File: src/rtl/spi_master_fifo.sv
// SPI master with TX/RX FIFOs, selectable CPOL/CPHA/bit order, clock divider and slave select.
// Each word latches its own configuration so input changes never disturb a word in flight.
module spi_master_fifo #(
  parameter int DATA_W     = 8,
  parameter int FIFO_DEPTH = 4,
  parameter int NUM_SS     = 2,
  parameter int DIV_W      = 16,
  localparam int SS_W      = (NUM_SS > 1) ? $clog2(NUM_SS) : 1
) (
  input  logic              clk,
  input  logic              rst,
  input  logic              cpol,
  input  logic              cpha,
  input  logic              lsb_first,
  input  logic [DIV_W-1:0]  clk_div,
  input  logic [SS_W-1:0]   ss_sel,
  input  logic              burst,
  input  logic [DATA_W-1:0] tx_data,
  input  logic              tx_valid,
  output logic              tx_ready,
  output logic [DATA_W-1:0] rx_data,
  output logic              rx_valid,
  input  logic              rx_ready,
  output logic              busy,
  output logic              rx_overrun,
  output logic              sck,
  output logic              mosi,
  output logic [NUM_SS-1:0] ss_n,
  input  logic              miso
);

  localparam int AW   = $clog2(FIFO_DEPTH);
  localparam int CW   = AW + 1;
  localparam int EC_W = $clog2(2 * DATA_W);
  localparam logic [CW-1:0]   FULL_CNT  = CW'(FIFO_DEPTH);
  localparam logic [EC_W-1:0] LAST_EDGE = EC_W'(2 * DATA_W - 1);

  typedef enum logic [1:0] {ST_IDLE, ST_SETUP, ST_SHIFT, ST_HOLD} state_t;

  state_t              r_state;
  logic [DIV_W-1:0]    r_div_cnt;
  logic [EC_W-1:0]     r_edge_cnt;
  logic                r_sck, r_mosi, r_overrun;
  logic [NUM_SS-1:0]   r_ss_n;
  logic                r_cpha, r_lsb, r_burst;
  logic [DIV_W-1:0]    r_clk_div;
  logic [SS_W-1:0]     r_ss_sel;
  logic [DATA_W-1:0]   r_tx_sh, r_rx_sh;

  logic [DATA_W-1:0]   r_tx_mem [FIFO_DEPTH];
  logic [AW-1:0]       r_tx_wr, r_tx_rd;
  logic [CW-1:0]       r_tx_cnt;
  logic [DATA_W-1:0]   r_rx_mem [FIFO_DEPTH];
  logic [AW-1:0]       r_rx_wr, r_rx_rd;
  logic [CW-1:0]       r_rx_cnt;

  logic w_tx_full, w_tx_empty, w_tx_push, w_tx_pop;
  logic w_rx_full, w_rx_push, w_rx_pop;
  logic w_tick, w_idle_done, w_last_edge, w_burst_go, w_start, w_sample, w_drive;
  logic w_first_bit, w_mosi_next;
  logic [DATA_W-1:0] w_tx_head, w_rx_next, w_rx_word, w_tx_shifted;

  function automatic logic [NUM_SS-1:0] ss_decode(input logic [SS_W-1:0] sel);
    logic [NUM_SS-1:0] v;
    v = '1;
    for (int i = 0; i < NUM_SS; i++) begin
      if (sel == SS_W'(i)) v[i] = 1'b0;
    end
    return v;
  endfunction

  // ---------------- FIFO status and handshakes ----------------
  assign w_tx_full  = (r_tx_cnt == FULL_CNT);
  assign w_tx_empty = (r_tx_cnt == '0);
  assign w_tx_push  = tx_valid && !w_tx_full;
  assign w_tx_pop   = w_start;
  assign tx_ready   = !w_tx_full;
  assign w_tx_head  = r_tx_mem[r_tx_rd];

  assign w_rx_full  = (r_rx_cnt == FULL_CNT);
  assign rx_valid   = (r_rx_cnt != '0);
  assign w_rx_pop   = rx_valid && rx_ready;
  assign w_rx_push  = w_last_edge && !w_rx_full;
  assign rx_data    = rx_valid ? r_rx_mem[r_rx_rd] : '0;

  // NOTE: FIFO storage has no reset; the counters alone define which entries are valid.
  always_ff @(posedge clk) begin
    if (w_tx_push) r_tx_mem[r_tx_wr] <= tx_data;
    if (w_rx_push) r_rx_mem[r_rx_wr] <= w_rx_word;
  end

  always_ff @(posedge clk) begin
    if (rst) begin
      r_tx_wr <= '0; r_tx_rd <= '0; r_tx_cnt <= '0;
      r_rx_wr <= '0; r_rx_rd <= '0; r_rx_cnt <= '0;
    end else begin
      if (w_tx_push) r_tx_wr <= r_tx_wr + AW'(1);
      if (w_tx_pop)  r_tx_rd <= r_tx_rd + AW'(1);
      case ({w_tx_push, w_tx_pop})
        2'b10:   r_tx_cnt <= r_tx_cnt + CW'(1);
        2'b01:   r_tx_cnt <= r_tx_cnt - CW'(1);
        default: r_tx_cnt <= r_tx_cnt;
      endcase
      if (w_rx_push) r_rx_wr <= r_rx_wr + AW'(1);
      if (w_rx_pop)  r_rx_rd <= r_rx_rd + AW'(1);
      case ({w_rx_push, w_rx_pop})
        2'b10:   r_rx_cnt <= r_rx_cnt + CW'(1);
        2'b01:   r_rx_cnt <= r_rx_cnt - CW'(1);
        default: r_rx_cnt <= r_rx_cnt;
      endcase
    end
  end

  // ---------------- Shift engine ----------------
  assign w_tick      = (r_div_cnt == r_clk_div);
  assign w_idle_done = (r_div_cnt >= clk_div);
  assign w_last_edge = (r_state == ST_SHIFT) && w_tick && (r_edge_cnt == LAST_EDGE);
  assign w_burst_go  = w_last_edge && r_burst && !w_tx_empty && (ss_sel == r_ss_sel);
  assign w_start     = ((r_state == ST_IDLE) && !w_tx_empty && w_idle_done) || w_burst_go;

  // Even edge indices are leading edges; CPHA picks which parity samples.
  assign w_sample  = (r_edge_cnt[0] == r_cpha);
  assign w_drive   = !w_sample && !(r_cpha && r_edge_cnt == '0) && (r_edge_cnt != LAST_EDGE);
  assign w_rx_next = r_lsb ? {miso, r_rx_sh[DATA_W-1:1]} : {r_rx_sh[DATA_W-2:0], miso};
  assign w_rx_word = w_sample ? w_rx_next : r_rx_sh;
  assign w_tx_shifted = r_lsb ? {1'b0, r_tx_sh[DATA_W-1:1]} : {r_tx_sh[DATA_W-2:0], 1'b0};
  assign w_mosi_next  = r_lsb ? r_tx_sh[1] : r_tx_sh[DATA_W-2];
  assign w_first_bit  = lsb_first ? w_tx_head[0] : w_tx_head[DATA_W-1];

  // NOTE: all sequential state uses non-blocking assignments so every register sees pre-edge values.
  always_ff @(posedge clk) begin
    if (rst) begin
      r_state    <= ST_IDLE;
      r_div_cnt  <= '0;
      r_edge_cnt <= '0;
      r_sck      <= 1'b0;
      r_mosi     <= 1'b0;
      r_ss_n     <= '1;
      r_cpha     <= 1'b0;
      r_lsb      <= 1'b0;
      r_burst    <= 1'b0;
      r_clk_div  <= '0;
      r_ss_sel   <= '0;
      r_tx_sh    <= '0;
      r_rx_sh    <= '0;
      r_overrun  <= 1'b0;
    end else begin
      r_overrun <= w_last_edge && w_rx_full;
      if (w_start) begin
        r_state    <= ST_SETUP;
        r_div_cnt  <= '0;
        r_edge_cnt <= '0;
        r_cpha     <= cpha;
        r_lsb      <= lsb_first;
        r_burst    <= burst;
        r_clk_div  <= clk_div;
        r_ss_sel   <= ss_sel;
        r_sck      <= cpol;
        r_ss_n     <= ss_decode(ss_sel);
        r_tx_sh    <= w_tx_head;
        r_mosi     <= w_first_bit;
        r_rx_sh    <= '0;
      end else begin
        case (r_state)
          ST_IDLE: begin
            if (!w_idle_done) r_div_cnt <= r_div_cnt + DIV_W'(1);
          end
          ST_SETUP: begin
            if (w_tick) begin
              r_div_cnt <= '0;
              r_state   <= ST_SHIFT;
            end else begin
              r_div_cnt <= r_div_cnt + DIV_W'(1);
            end
          end
          ST_SHIFT: begin
            if (w_tick) begin
              r_div_cnt  <= '0;
              r_sck      <= ~r_sck;
              r_edge_cnt <= r_edge_cnt + EC_W'(1);
              if (w_sample) r_rx_sh <= w_rx_next;
              if (w_drive) begin
                r_tx_sh <= w_tx_shifted;
                r_mosi  <= w_mosi_next;
              end
              if (w_last_edge) r_state <= ST_HOLD;
            end else begin
              r_div_cnt <= r_div_cnt + DIV_W'(1);
            end
          end
          ST_HOLD: begin
            if (w_tick) begin
              r_div_cnt <= '0;
              r_ss_n    <= '1;
              r_state   <= ST_IDLE;
            end else begin
              r_div_cnt <= r_div_cnt + DIV_W'(1);
            end
          end
          default: r_state <= ST_IDLE;
        endcase
      end
    end
  end

  assign busy       = (r_state != ST_IDLE);
  assign rx_overrun = r_overrun;
  assign sck        = r_sck;
  assign mosi       = r_mosi;
  assign ss_n       = r_ss_n;

endmodule

File: config.mk
export PLATFORM = sky130hd
export DESIGN_NAME = spi_master_fifo
export DESIGN_NICKNAME = d
export VERILOG_FILES = /design/src/rtl/spi_master_fifo.sv
export SDC_FILE = /design/constraint.sdc
export NUM_CORES = 1
export LEC_CHECK = 0
export ABC_CLOCK_PERIOD_IN_PS = 5090
export CAP_MARGIN = 20
export CORE_MARGIN = 10
export CORE_UTILIZATION = 60
export CTS_BUF_LIST = sky130_fd_sc_hd__clkbuf_8
export DETAILED_ROUTE_END_ITERATION = 6
export PLACE_DENSITY = 0.83
export SLEW_MARGIN = 0
export SYNTH_ARGS = -nofsm -noshare
export SYNTH_HDL_FRONTEND = slang
export SYNTH_SLANG_ARGS = --single-unit
File: constraint.sdc
create_clock -name clk -period 5.09 [get_ports clk]
set_clock_uncertainty 0.05 [all_clocks]
set_input_delay 1.2725 -clock clk [delete_from_list [all_inputs] [get_ports clk]]
set_output_delay 1.2725 -clock clk [all_outputs]
set_load 0.02 [all_outputs]
# [Word level (Yosys, flattened, before mapping)]
# Memories as Yosys holds them, arrays and structs flattened. A register that Yosys moved wholly into a read port is not among the register bits.
# Cells that the tools add are included.
[totals] input_bits=34 output_inout_bits=16 wordCells=140 mem_count=2 mem_bits_rw=64 register_bits=77
[memory_table] name="r_rx_mem" words=4 width=8 rd=1 rd_clocked_by_memory_dff=1 write_ports=1 line_no="53" rtl="logic [DATA_W-1:0] r_rx_mem [FIFO_DEPTH];"
[memory_table] name="r_tx_mem" words=4 width=8 rd=1 rd_clocked_by_memory_dff=1 write_ports=1 line_no="50" rtl="logic [DATA_W-1:0] r_tx_mem [FIFO_DEPTH];"
[classes] muxes=41 bitwise_logic=1 add_sub_neg=10 magnitude_cmp=1 n_eq_ne=23 n_reduce_logical=41
[ops] cell="two-way mux 8 bit" count=8
[ops] cell="two-way mux 16 bit" count=2
[ops] cell="one-hot mux 16 bit (2 select lines)" count=1
[ops] cell="two-way mux 2 bit" count=11
[ops] cell="adder 16 x 1 -> 16 bit (second input constant)" count=1
[ops] cell="equality test 16 bit" count=1
[ops] cell=">= comparator 16 bit" count=1
[ops] cell="two-way mux 1 bit" count=16
[ops] cell="logical AND 1 bit" count=14
[ops] cell="nonzero test 2 bit" count=7
[ops] cell="inequality test 3 bit (second input constant)" count=4
[ops] cell="one-hot mux 3 bit (2 select lines)" count=2
[ops] cell="inequality test 2 bit (second input constant)" count=5
[ops] cell="AND reduction 5 bit" count=2
[ops] cell="adder 2 x 1 -> 2 bit (second input constant)" count=4
[ops] cell="equality test 2 bit (second input constant)" count=4
[ops] cell="adder 3 x 1 -> 3 bit (second input constant)" count=2
[ops] cell="equality test 2 x 1 -> 1 bit (second input constant)" count=3
[ops] cell="equality test 3 bit (second input constant)" count=2
[ops] cell="one-hot mux 2 bit (3 select lines)" count=1
[ops] cell="AND reduction 2 bit" count=3
[ops] cell="nonzero test 3 bit" count=2
[ops] cell="subtractor 3 x 1 -> 3 bit (second input constant)" count=2
[ops] cell="logical NOT 1 bit" count=5
[ops] cell="13 further kinds" count=14

# [Depth between registers and ports, before layout]
# Gate-level depths: netlist of the first run.
[depth] depth_word=9 depth_mapped=15 ltp_nobuf=14

# [Worst setup path after synthesis of the first run]
# OpenSTA, ideal clock, no wires.
[synth_timing] path_kind="input port to flip-flop" from="input port clk_div[13]" to="register r_tx_cnt[2]" n_path_buf=1 setup_slack_ps=1091 setup_time_ps=70 required_ps=4970 arrival_ps=3879 cell_stages=15 cell_sequence="inv_1 -> ha_1 -> nand4_1 -> nor3_1 -> a32oi_2 -> a21boi_1 -> nor2_2 -> inv_2 -> buf_2 -> ha_1 -> inv_1 -> fa_1 -> xor2_1 -> or3_1 -> a21oi_1"
[synth_via] elab_chain_cells=5 word_cells_on_any_way=7 classes_between="order compare (1); eq/ne (2); mux (1); reduce/logical (3)"
[synth_lines] element="start, declared" line_no="15" rtl="input logic [DIV_W-1:0] clk_div,"
[synth_lines] element=">= comparator 16 bit (*)" line_no="116" rtl="assign w_idle_done = (r_div_cnt >= clk_div);"
[synth_lines] element="logical AND 1 bit (*)" line_no="119" rtl="assign w_start = ((r_state == ST_IDLE) && !w_tx_empty && w_idle_done) || w_burst_go;"
[synth_lines] element="logical OR 1 bit (*)" line_no="119"
[synth_lines] element="equality test 2 x 1 -> 1 bit or equality test 2 bit (tied branches)" line_no="99" rtl="case ({w_tx_push, w_tx_pop})"
[synth_lines] element="one-hot mux 3 bit (2 select lines) or nonzero test 2 bit (tied branches)"
[synth_lines] element="end signal, assigned" line_no="100" rtl="2'b10: r_tx_cnt <= r_tx_cnt + CW'(1);"
[synth_lines] element="end signal, assigned" line_no="101" rtl="2'b01: r_tx_cnt <= r_tx_cnt - CW'(1);"
[synth_lines] element="end signal, assigned" line_no="102" rtl="default: r_tx_cnt <= r_tx_cnt;"
[synth_lines] element="end, declared" line_no="52" rtl="logic [CW-1:0] r_tx_cnt;"
# Mark *: on every way between the ends. The rest lies on a longest branch, timed or not.
# A chain may end at the register's enable or synchronous reset.

# [Final worst setup path of the first run]
[layout_timing] from="input port clk_div[9]" to="register r_tx_cnt[2]"
# The elaborated chain is that of the path after synthesis.

==> results of run 1 <==
[placed cells by master, fill, tap and decap left out, drive strengths merged, types with 2 or more instances in the layout]
master and count:
dfxtp 81, edfxtp 64, a21oi 56, o21ai 54, clkdlybuf4s50 48, inv 43, nand3 33, ha 29
mux2i 28, nor2 25, nand2 23, xnor2 22, and2 17, nor3 17, clkbuf 17, mux4 16
o31ai 12, nand4 11, or4 11, xor2 9, and3 8, o211ai 8, buf 8, clkinv 8
or3 7, a41oi 7, nand2b 4, and4 4, a31oi 4, nor2b 2, a21o 2, a31o 2
fa 2, clkinvlp 2, bufinv 2
[sequential cells by signal, indices dropped and copies added, names as in the netlist, 4 cells and up, named ones only]
register	cells
r_tx_sh	8
r_rx_sh	8
r_edge_cnt	4
r_clk_div	16
r_div_cnt	16
r_rx_mem	32
r_tx_mem	32
[final cells by class]
class / count / area [um^2] / share of cell area, %
Timing Repair Buffer: 56 / 538 / 6.80
Clock inverter: 15 / 158 / 1.99
Tap cell: 143 / 179 / 2.26
Clock buffer: 17 / 234 / 2.96
Sequential cell: 145 / 3540 / 44.8
Inverter: 40 / 150 / 1.90
Multi-Input combinational cell: 422 / 3100 / 39.3
[Yosys cell counts (all sizes together) (8+ instances only)]
library cell   n
ha            29
o31ai         12
buf           17
xor2           9
xnor2         22
o211ai         8
or4           11
clkbuf        24
and2          17
inv           40
nand2         23
nor2          25
nand4         11
nand3         33
mux2i         28
o21ai         54
dfxtp         81
a21oi         56
and3           8
edfxtp        64
mux4          16
nor3          17
[path summary, 6_finish.rpt]
check | start | endpoint | slack [ns] | cells after the start
worst max-delay path | clk_div[9] | r_tx_cnt[2]$_SDFFE_PP0P_ | 0.95 | 15
worst min-delay path | r_clk_div[12]$_SDFFE_PP0P_ | r_clk_div[12]$_SDFFE_PP0P_ | 0.44 | 2
worst max register to register | r_div_cnt[3]$_SDFFE_PP0P_ | r_rx_cnt[2]$_SDFFE_PP0P_ | 1.59 | 12
worst min register to register | r_clk_div[12]$_SDFFE_PP0P_ | r_clk_div[12]$_SDFFE_PP0P_ | 0.44 | 2
[cells by family (layout without fill, tap and decap cells)]
family,count (synthesis),count (layout)
AO/OA/AOI/OAI,152,152
adder cells (fa/ha/maj),31,31
multiplexers,44,44
buffers and inverters,81,128
AND/OR/NAND/NOR,164,164
XOR/XNOR,31,31
flip-flops,145,145
[worst reg2reg max path, delay by kind of cell, from the launching register on]
kind / cells / cell delay (ns)
flip-flops: 1 / 0.51
AO/OA/AOI/OAI: 1 / 0.15
buffers and inverters: 3 / 0.46
adder cells (fa/ha/maj): 2 / 0.41
XOR/XNOR: 2 / 0.26
AND/OR/NAND/NOR: 4 / 1.59
[through the flow]
step,worst slack [ns],total power (uW),utilization (%),std cells,hold slack [ns]
after floorplan,1.09,1330,-,648,0.390
after global placement,0.687,1380,66.1,806,0.414
after detailed placement,0.554,1380,66.1,806,0.427
after CTS,1.01,2270,69.5,838,0.439
after global routing,0.805,2330,69.5,838,0.453
final,0.950,2250,69.5,838,0.436
[power by group]
group | leakage [uW] | total [uW] | switching, uW | internal (uW)
registers | 0.00124 | 1240 | 9.49 | 1230
logic | 0.00126 | 122 | 66.4 | 55.8
clock network | 0.000192 | 894 | 455 | 439
[layer usage]
layer	share of wire, %	track usage (%)
met1	43	23.4
met5	0	0
met4	1.4	6.69
met2	51	32.1
met3	5.0	4.09
==> results by stage, run 1 <==
Critical path:
- The critical path's top delay family is simple AND/OR/NAND/NOR gates.
- At the worst endpoint, the required time is 5.40 ns.
- Of all nets on the critical path, the largest fanout is 5.
- The count of buffering cells on the critical path with inverters included is 4.
- The type of the setup path with the least slack is in -> reg.
- The cell with the largest stage delay on the worst path is clkdlybuf4s50_1.
- The worst setup path is captured at a flop.
- The data arrival at the endpoint of the critical path is 4.45 ns.
- Walking the worst path, the cells encountered are clkdlybuf4s50_1 -> inv_1 -> ha_1 -> nand4_1 -> nor3_1 -> a32oi_2 -> a21boi_2 -> nor2_2 -> inv_2 -> ha_1 -> inv_1 -> fa_1 -> xor2_1 -> or3_1 -> a21oi_1.
- The worst setup path is launched from an input port.
- The largest single stage delay on the critical path is 0.49 ns.

Routing:
- In the final routed layout, each cell accounts on average for 18.5 um.
- For this run, design rule violations remaining after detail routing come to 0.
- The number of routed nets with antenna violations is 0.
- The detailed-routing iteration count for the pre-antenna-repair pass is 6.
- The routed via count divided by cell count is 6.18.
- The total wire length is 15.5 mm.
- The routed layout has 5180 vias.
- The DRC marker count from the first detailed-route iteration is 454.

Synthesis:
- Of the total synthesized cell area, the portion taken by AND, OR, NAND and NOR gates is 12.6%.
- The post-synthesis compound-gate area fraction is 12.9%.
- The fraction of synthesized area in multiplexers is 9.20%.
- The top cell type by area accounts for 27.6% of the synthesized area.
- In the post-synthesis netlist, the biggest area contributors are edfxtp_1 (28%), dfxtp_1 (23%), ha_1 (5.2%).
- The net count after synthesis is 713.
- In this run, synthesis inferred 64 flip-flops with an integrated enable.
- The cell area after technology mapping is 6960 um^2.
- Of all cell types, the one taking the most synthesized area is edfxtp_1.
- The dominant combinational cell family by area after synthesis is compound AO/OA/AOI/OAI gates.
- In this run the mean area of a mapped cell was 10.7 um^2.
- The most used flip-flop cell after synthesis is dfxtp_1.
- Of the synthesized area, sequential elements account for 50.9%.
- After Yosys synthesis, full adders, half adders and majority gates account for 5.79% of the synthesized area.
- Synthesis inferred 145 register bits.
- The share of flip-flops with an asynchronous set or reset after synthesis is 0%.
- Summing the areas of all xor and xnor instances in the mapped netlist gives 3.90% of the synthesized area.
- The count of unique library cells instantiated by Yosys is 48.
- The Yosys step of the flow raised 0 warnings.
- In the synthesized netlist, the number of instances is 648.

Placed design:
- Detailed placement finished with a half-perimeter wire length of 10.9 mm.
- The placed instances occupy a cell area of 7510 um^2.
- The routability congestion estimate from global placement is 0.856.
- The count of port buffers added during placement is 49.

STA:
- The maximum clock rate is 0.242 GHz.
- The final count of pins violating max slew is 0.
- The number of hold violations in the final report is 0.
- Setup repair after global routing left no endpoint under its margin.
- For the pin with the worst max-slew slack, the measured transition is 0.932 ns.
- The setup violation total in the final timing report is 0.
- The worst-case headroom to the max-slew limit is 37.8%.
- The post-route minimum period is 4.14 ns.
- Setup total negative slack on the finished layout was measured at 0 ns.
- The final worst-path cycle share is 81.3%.

Pwr:
- The maximum VDD drop is 0.409 mV.
- In this run the power density over the cells is 285 nW/um^2.
- The leakage power summed over all cells is 0.00270 uW.

Floorplanning:
- The area of the die is 16300 um^2.
- The placeable core area is 11400 um^2.
- The die is 128 um wide.
- From bottom edge to top edge, the die measures 128 um.
- After floorplanning, the core was divided into 39 placement rows.
- In this run the count of I/O pins placed on the die edge is 50.
- For this configuration, the core starts out at a cell density of 61.3%.

Clock tree:
- The clock slew at the register clock pins of the worst setup and hold paths is 0.09 ns.
- The number of buffers inserted for hold repair after clock tree synthesis is 0.
- The number of buffers created by CTS is 17.
- The maximum buffer depth of the clock tree is 2.
- The clock root buffer master is clkbuf_8.
- TritonCTS built the clock tree.
- The number of buffers inserted by post-CTS setup repair is 0.
- The clock net in this run drives a total of 145 sinks.
- Once the clock tree was built, the resizer swapped 0 gates to a different size.
- In this run the number of H-tree levels came out at 4.
- The insertion delay to the later sink of the worst-skew pair is 0.45 ns.

Global routing:
- Global routing used 19.0% of the available tracks.
- The via count of the first global-routing pass came to 5154.
- The initial antenna violation count is 0.
- The total congestion overflow after global routing is 0.
- The global-route wire length before repair is 25.2 mm.
- Entering global routing, the biggest net connects 64 pins.

Cells and area:
- The number of nets at the end of the flow is 747.
- The area growth from synthesis to final layout is 13.5%.
- The filler cells instantiated in the layout total 814.
- The number of inserted diodes is 0.
- The fraction of final layout cells sized beyond drive strength 1 is 9.06%.
- The final standard cell area without fillers is 7910 um^2.

Min path:
- The path class of the lowest-slack min-delay path is reg -> reg.

Job:
- The reported max-cap violation count is 0.

Run status:
- The flow ran to the end, and the final reports show no timing, DRC or antenna violations.
(Power assumes the default switching activity.)
==> inputs of run 2 (changes only) <==
--- a/config.mk
+++ b/config.mk
@@ -5,13 +5,13 @@
 export SDC_FILE = /design/constraint.sdc
 export NUM_CORES = 1
 export LEC_CHECK = 0
-export ABC_CLOCK_PERIOD_IN_PS = 5090
+export ABC_CLOCK_PERIOD_IN_PS = 3400
 export CAP_MARGIN = 20
 export CORE_MARGIN = 10
-export CORE_UTILIZATION = 60
+export CORE_UTILIZATION = 55
 export CTS_BUF_LIST = sky130_fd_sc_hd__clkbuf_8
 export DETAILED_ROUTE_END_ITERATION = 6
-export PLACE_DENSITY = 0.83
+export PLACE_DENSITY = 0.8
 export SLEW_MARGIN = 0
 export SYNTH_ARGS = -nofsm -noshare
 export SYNTH_HDL_FRONTEND = slang
==> constraint.sdc (replaced) <==
create_clock -name clk -period 3.4 [get_ports clk]
set_clock_uncertainty 0.05 [all_clocks]
set_input_delay 0.85 -clock clk [delete_from_list [all_inputs] [get_ports clk]]
set_output_delay 0.85 -clock clk [all_outputs]
set_load 0.02 [all_outputs]
==> run 2 against run 1 <==
Largest power group unchanged; critical path depth stayed put; final cell count rose by 6.0%; register-to-register slack lost 1.2 ns; worst hold slack got worse by 0.0085 ns; via count up 1.9%; critical endpoint unchanged; highest routed layer unchanged.
==> results by stage, run 2 (synthesis results as in run 1) <==
Cells and area:
- The fraction of final layout cells sized beyond drive strength 1 is 12.4%.
- The final standard cell area without fillers is 8170 um^2.
- The multi-input combinational cell area is 3160 um^2.
- The post-route core utilization is 65.3%.
- The library cells used most frequently in the layout, excluding fill and tap cells, are dfxtp_1 (80), edfxtp_1 (64), a21oi_1 (54).
- After the last flow step, the layout net total stands at 767.
- The largest registers in the layout are r_rx_mem: 32 flops, r_tx_mem: 32 flops.
- The filler cells instantiated in the layout total 961.
- The area growth from synthesis to final layout is 17.3%.
- The combined flip-flop and latch cell area is 3540 um^2.
- Leaving out fill and tap cells, the most frequent cell in the layout is dfxtp_1.

Global routing:
- Entering global routing, the biggest net connects 46 pins.
- The first global-routing pass estimated 25.7 mm of wire.
- The via count of the first global-routing pass was 5315.
- The initial antenna violation count was 1.
- The total congestion overflow after global routing is 0.
- The total routing resource utilization after global routing is 17.9%.

Min path:
- The path class of the lowest-slack min-delay path is reg -> reg.
- The worst hold path passes through 2 cells.

Placed design:
- In this run the tool buffered the top-level ports with 49 buffer cells.
- The congestion estimate from routability-driven global placement came to 0.944.
- Before CTS, the worst setup slack after placement is -0.474 ns.
- Once detailed placement completed, the half-perimeter wirelength came to 11.2 mm.
- In this run the cell area measured after placement is 7710 um^2.

STA:
- The setup violation total in the final timing report is 0.
- The number of hold violations in the final report came to 0.
- The accumulated negative setup slack is 0 ns.
- In this run the tightest slew margin relative to its limit is 38.9%.
- The final count of pins violating max slew is 0.
- The post-layout worst setup margin is 0.0359 ns.
- Setup repair after global routing could not meet its margin everywhere.
- The final worst-path cycle share is 98.9%.
- At the pin with the least slew margin, the transition time is 0.915 ns.
- The final worst hold slack is 0.427 ns.
- After layout, the minimum clock period comes to 3.36 ns.
- Timing would allow up to 0.297 GHz.

Routing:
- Across all layers, the routed design uses 5280 vias.
- The wire length on met1 is 6.60 mm.
- The total wire length is 15.7 mm.
- The detail route stage leaves a number of antenna-violating nets equal to 0.
- Wire segments on met3 add up to 963 um in the final route.
- The routed wire length per instance is 17.7 um.
- The routed via count divided by cell count is 5.95.
- The highest metal layer with signal wires is met4.
- The DRC violations left is 0.
- The pre-antenna-repair detailed-routing pass consisted of 6 iterations.
- The total length of routed met2 wires is 7.69 mm.
- The DRC marker count from the first detailed-route iteration is 513.

Floorplanning:
- The die covers 17600 um^2.
- The die boundary height is 133 um.
- 50 I/O pins were placed.
- The floorplan has 41 rows.
- In this run the horizontal extent of the chip is 133 um.
- The placeable core area is 12500 um^2.
- For this configuration, the core starts out at a cell density of 55.6%.

Clock tree:
- The maximum buffer depth of the clock tree is 2.
- The insertion delay to the later sink of the worst-skew pair is 0.45 ns.
- The clock net in this run drives a total of 145 sinks.
- Clock tree synthesis selected as its root buffer the cell clkbuf_8.
- The CTS tree is done.
- The clock slew at the register clock pins of the worst setup and hold paths is 0.08 ns.
- CTS built an H-tree with a depth of 4.
- The number of buffers created by CTS is 17.
- Buffers inserted to repair hold after CTS numbered 0.

Critical path:
- By startpoint and endpoint, the worst setup path is classified as in -> reg.
- Data arrives at the worst endpoint at 3.69 ns.
- The worst setup path is captured at a flop.
- Of all nets on the critical path, the largest fanout is 2.
- The depth of the worst register-to-register path is 12.
- STA classifies the critical path startpoint as an input port.
- The critical path data required time is 3.73 ns.

Pwr:
- Power spread over the standard cell area amounts to 414 nW/um^2.
- The cell-internal power is 2630 uW.
- The share of total power dissipated in combinational logic is 5.8%.
- For this design the total switching power over the nets is 746 uW.
- The maximum VDD drop is 0.487 mV.
- For this design the static power due to leakage is 0.00282 uW.
- Of the total power, registers draw 54.8%.
- The share of total power dissipated in the clock network is 39.4%.
- The switching power share of the total is 22.1%.

Job:
- The reported max-cap violation count is 0.

Run status:
- The flow ran to the end, and the final reports show no timing, DRC or antenna violations.
## run 2: changes by cell type in the layout (fill, tap and decap cells not counted), sizes merged
| cell | previous run | this run |
|---|---|---|
| diode | 0 | 1 |
| clkinvlp | 2 | 3 |
| bufinv | 2 | 3 |
| buf | 8 | 28 |
| clkdlybuf4s50 | 48 | 45 |
| clkinv | 8 | 6 |
| dlymetal6s2s | 0 | 3 |
## run 2: timing repair
item / CTS / global route
gates resized for setup: 0 / 13
endpoints found under the setup margin: 0 / 10
buffers inserted: 0 / 1
## run 2: critical path, stage by stage
cell and delay, ns:
clkdlybuf4s50_1 0.49, inv_1 0.06, ha_1 0.30, nand4_1 0.16, nor3_2 0.24, a32oi_2 0.17
a21boi_2 0.18, nor2_2 0.06, inv_2 0.05, ha_2 0.16, inv_1 0.05, fa_2 0.33
xor2_1 0.16, or3_1 0.31, a21oi_1 0.13
## run 2: layout make-up
cell class,instances,area share (%)
Multi-Input combinational cell,422,38.7
Clock inverter,15,1.87
Clock buffer,17,2.86
Timing Repair Buffer,76,8.67
Sequential cell,145,43.4
Antenna cell,1,0.0306
Tap cell,172,2.63
Inverter,40,1.84
## run 2: through the flow
step                      total power [uW]  instances
after floorplan                       1990        648
after global placement                2070        854
after detailed placement              2080        854
after CTS                             3390        886
after global routing                  3480        888
final                                 3380        888
## run 2: power groups by stage
stage	Sequential, uW	Combinational [uW]	Clock, uW
after floorplan	1890	104	0
after global placement	1890	181	0
after detailed placement	1890	191	0
after CTS	1850	193	1350
after global routing	1850	217	1410
final	1850	197	1330
## run 2: worst paths after layout
path / slack (ns) / to / startpoint
max reg2reg: 0.39 / r_rx_cnt[2]$_SDFFE_PP0P_ / r_div_cnt[8]$_SDFFE_PP0P_
min: 0.43 / r_burst$_SDFFE_PP0P_ / r_burst$_SDFFE_PP0P_
max: 0.04 / r_tx_cnt[2]$_SDFFE_PP0P_ / clk_div[10]
min reg2reg: 0.43 / r_burst$_SDFFE_PP0P_ / r_burst$_SDFFE_PP0P_
## run 2: metal layers
layer	global-route usage, %	up-vias
li1	-	2503
met1	21.2	2567
met2	29.6	168
met3	4.96	42
met4	8.31	0
met5	0	-
==> inputs of run 3 (changes only) <==
--- a/config.mk
+++ b/config.mk
@@ -5,13 +5,14 @@
 export SDC_FILE = /design/constraint.sdc
 export NUM_CORES = 1
 export LEC_CHECK = 0
-export ABC_CLOCK_PERIOD_IN_PS = 3400
+export ABC_AREA = 1
+export ABC_CLOCK_PERIOD_IN_PS = 3800
 export CAP_MARGIN = 20
 export CORE_MARGIN = 10
-export CORE_UTILIZATION = 55
+export CORE_UTILIZATION = 60
 export CTS_BUF_LIST = sky130_fd_sc_hd__clkbuf_8
 export DETAILED_ROUTE_END_ITERATION = 6
-export PLACE_DENSITY = 0.8
+export PLACE_DENSITY = 0.83
 export SLEW_MARGIN = 0
 export SYNTH_ARGS = -nofsm -noshare
 export SYNTH_HDL_FRONTEND = slang
==> constraint.sdc (replaced) <==
create_clock -name clk -period 3.8 [get_ports clk]
set_clock_uncertainty 0.05 [all_clocks]
set_input_delay 0.95 -clock clk [delete_from_list [all_inputs] [get_ports clk]]
set_output_delay 0.95 -clock clk [all_outputs]
set_load 0.02 [all_outputs]
==> run 3 against run 2 <==
Synthesized cell count increased by 24%; cell area decreased by 4.2%; combinational power decreased by 26%; largest cell class unchanged.
==> results by stage, run 3 <==
Run status:
- The run finished with clean final reports.

Cells and area:
- Leaving out fill and tap cells, the most frequent cells in the layout are nor2_1 (127), nand2_1 (114), inv_1 (103).
- The number of nets at the end of the flow is 914.
- Cells with a size suffix above 1 make up 4.99% of the layout.
- 0 antenna diodes ended up in the layout.
- The largest registers in the layout are r_rx_mem: 32 flops, r_tx_mem: 32 flops.
- The area growth from synthesis to layout is 14.1%.
- Leaving out filler cells and counting taps, the final layout contains 1005.
- The most common library cell in the layout ignoring fill and taps is nor2_1.
- The final standard cell area without fillers is 7830 um^2.

STA:
- Setup violations remaining at the end of the flow were counted as 0.
- The number of hold violations in the final report is 0.
- Setup repair after global routing left no endpoint under its margin.
- The slew of the pin with the lowest slew margin is 0.945 ns.
- The final count of pins violating max slew is 0.
- The worst-case headroom to the max-slew limit is 36.9%.
- Subtracting the final worst setup slack from the clock period gives 3.56 ns.
- For this run, the top clock speed supported by timing is 0.281 GHz.
- Of the available clock period, the critical path in the final layout requires 93.7%.

Global routing:
- The initial antenna violation count is 0.
- Entering global routing, the biggest net connects 34 pins.
- Global routing finished with a remaining overflow of 0.
- The global-route wire length before repair is 24.9 mm.
- The via count of the first global-routing pass is 5422.
- The total routing resource utilization after global routing is 18.7%.

Clock tree:
- The number of buffers created by CTS is 17.
- Hold repair after CTS inserted 0 buffers.
- The number of gates resized after CTS was 0.
- For this design, the sink count on the clock tree is 145.
- The clock slew at the register clock pins of the worst setup and hold paths is 0.07 ns.
- The insertion delay to the later sink of the worst-skew pair is 0.47 ns.
- Once the clock tree was built, the setup fixing pass inserted 0 buffers.
- The clock root buffer master is clkbuf_8.
- The H-tree level count is 4.
- TritonCTS built the clock tree.
- In this run the deepest clock path goes through 2 buffers.

Floorplanning:
- The die covers 16100 um^2.
- The placeable core area is 11300 um^2.
- The number of primary I/O pins is 50.
- The initial core utilization is 60.6%.
- The die width is 127 um.
- The die is 127 um tall.
- After floorplanning, the core was divided into 39 placement rows.

Synthesis:
- Ranked by total cell area, the synthesized netlist is headed by edfxtp_1 (28%), dfxtp_1 (24%), nor2_1 (6.9%).
- The most common cell in the synthesized netlist is nor2_1.
- The mapped netlist covers 6860 um^2.
- The cell accounting for the most synthesized area is edfxtp_1.
- The flip-flop and latch count after synthesis is 145.
- In this run the mean area of a mapped cell was 8.56 um^2.
- The portion of synthesized cell area occupied by the leading cell type is 28.0%.
- The share of flip-flops with an asynchronous set or reset after synthesis is 0%.
- The Yosys step of the flow raised 0 warnings.
- The number of nets handed over by synthesis was 867.
- In this run, synthesis inferred 64 flip-flops with an integrated enable.
- The number of standard cells after synthesis is 802.
- By count the netlist is led by nor2_1 (127), nand2_1 (114), inv_1 (97), o21ai_0 (92), dfxtp_1 (81).
- In the synthesized netlist the dominant register cell turns out to be dfxtp_1.
- Counting distinct cell types in the post-synthesis netlist gives 38.
- The proportion of synthesized chip area in sequential cells is 51.6%.

Critical path:
- On the critical path, the stage with the largest delay is an instance of clkdlybuf4s50_1.
- The number of buffers and inverters on the critical path is 3.
- The startpoint class of the critical path is an input port.
- Among cell families on the critical path, the largest total delay comes from adder cells.
- In this design, the stage delay of the slowest critical-path cell is 0.45 ns.
- The data arrival at the endpoint of the critical path is 3.86 ns.
- The worst setup path is captured at a flop.
- In this run the worst path has a maximum fanout of 3.
- The most frequent cell on the critical path is nand2_1.
- The critical path in this run is classified as in -> reg.
- The critical path data required time is 4.10 ns.
- Traced cell by cell, the critical path runs through clkdlybuf4s50_1 -> inv_1 -> ha_1 -> nand2_1 -> nor4_1 -> nand2_1 -> nand2_1 -> nand2_1 -> a21boi_4 -> ha_1 -> inv_1 -> fa_1 -> a21oi_1 -> o21ai_0 -> o21ai_0 -> a21oi_1.

Pwr:
- The design draws 2970 uW.
- The power density of the placed cells is 380 nW/um^2.
- The maximum VDD drop is 0.352 mV.
- The leakage power summed over all cells is 0.00303 uW.

Placed design:
- The count of port buffers added during placement is 49.
- The wire-length estimate of the detail-placed layout is 10.4 mm.
- In this run the cell area measured after placement is 7450 um^2.
- The count of placed standard cells including taps is 973.
- At the end of routability-driven placement, the weighted congestion stood at 0.842.

Routing:
- For this run, design rule violations remaining after detail routing come to 0.
- The detailed-routing iteration count for the pre-antenna-repair pass is 5.
- The total via count after detailed routing is 5513.
- In this run the remaining antenna-violating nets after routing total 0.
- After the first detailed-routing iteration, the DRC count stood at 471.
- The routed via count divided by cell count is 5.49.
- After detailed routing, the total wire length is 14.9 mm.
- After detailed routing, the average wire length per cell comes to 14.8 um.

Job:
- The tool flagged a number of max-cap violations equal to 0.

Min path:
- The path class of the lowest-slack min-delay path is reg -> reg.
-- run 3: cell types whose count changed in the layout (fill, tap and decap cells not counted), moves of 12 or more --
cell	previous run	this run
nand3_1	33	19
inv_1	41	103
o31ai_1	12	0
mux2i_1	28	1
and2_1	17	0
nor2_1	22	127
nand2_1	23	114
o21ai_0	47	92
mux4_2	16	0
buf_4	26	6
a21oi_1	54	67
-- run 3: worst min-delay path: cells and delay by family (launching register included) --
kind / cells / cell delay, ns
buf+inv: 1 / 0.07
compound gates: 1 / 0.05
flops: 1 / 0.31
-- run 3: path summary, 6_finish.rpt --
check | from | end | slack, ns | cells after the start
worst max-delay path | clk_div[15] | r_tx_cnt[2]$_SDFFE_PP0P_ | 0.24 | 16
worst min-delay path | r_clk_div[12]$_SDFFE_PP0P_ | r_clk_div[12]$_SDFFE_PP0P_ | 0.42 | 2
worst max register to register | r_div_cnt[2]$_SDFFE_PP0P_ | r_rx_cnt[2]$_SDFFE_PP0P_ | 0.72 | 15
worst min register to register | r_clk_div[12]$_SDFFE_PP0P_ | r_clk_div[12]$_SDFFE_PP0P_ | 0.42 | 2
-- run 3: where the power goes --
part | internal, uW | switching, uW
logic | 64.1 | 82.4
registers | 1640 | 10.6
clock network | 617 | 556
total | 2320 | 649
-- run 3: cells by family after synthesis --
kind of cell,synth area share (%)
compound gates,14.7
mux,0.146
fa+ha+maj,5.87
flops,51.6
simple gates,17.5
xor+xnor,2.55
buf+inv,7.62
-- run 3: metrics by stage --
step                      TNS [ns]  util (%)  hold WS, ns  setup WS, ns
after floorplan                  0         -        0.386         0.358
after global placement     -0.0149      65.8        0.401       -0.0149
after detailed placement   -0.0967      65.8        0.415       -0.0967
after CTS                        0      69.2        0.426         0.289
after global routing             0      69.2        0.456         0.143
final                            0      69.2        0.425         0.238
-- run 3: cell type report --
| type | instances | area, um^2 |
|---|---|---|
| inverters | 99 | 372 |
| multi-input cells | 530 | 2800 |
| fillers | 869 | 3490 |
| well taps | 143 | 179 |
| clock buffers | 20 | 275 |
| flip-flops and latches | 145 | 3540 |
| repair buffers | 56 | 556 |
| clock inverters | 12 | 106 |
-- run 3: metal layers --
layer / routed length (um) / GRT usage, % / up-vias
met2: 7370 / 31.9 / 164
met3: 820 / 5.12 / 27
li1: - / - / 2757
met5: 0 / 0 / -
met4: 276 / 8.17 / 0
met1: 6390 / 21.5 / 2565
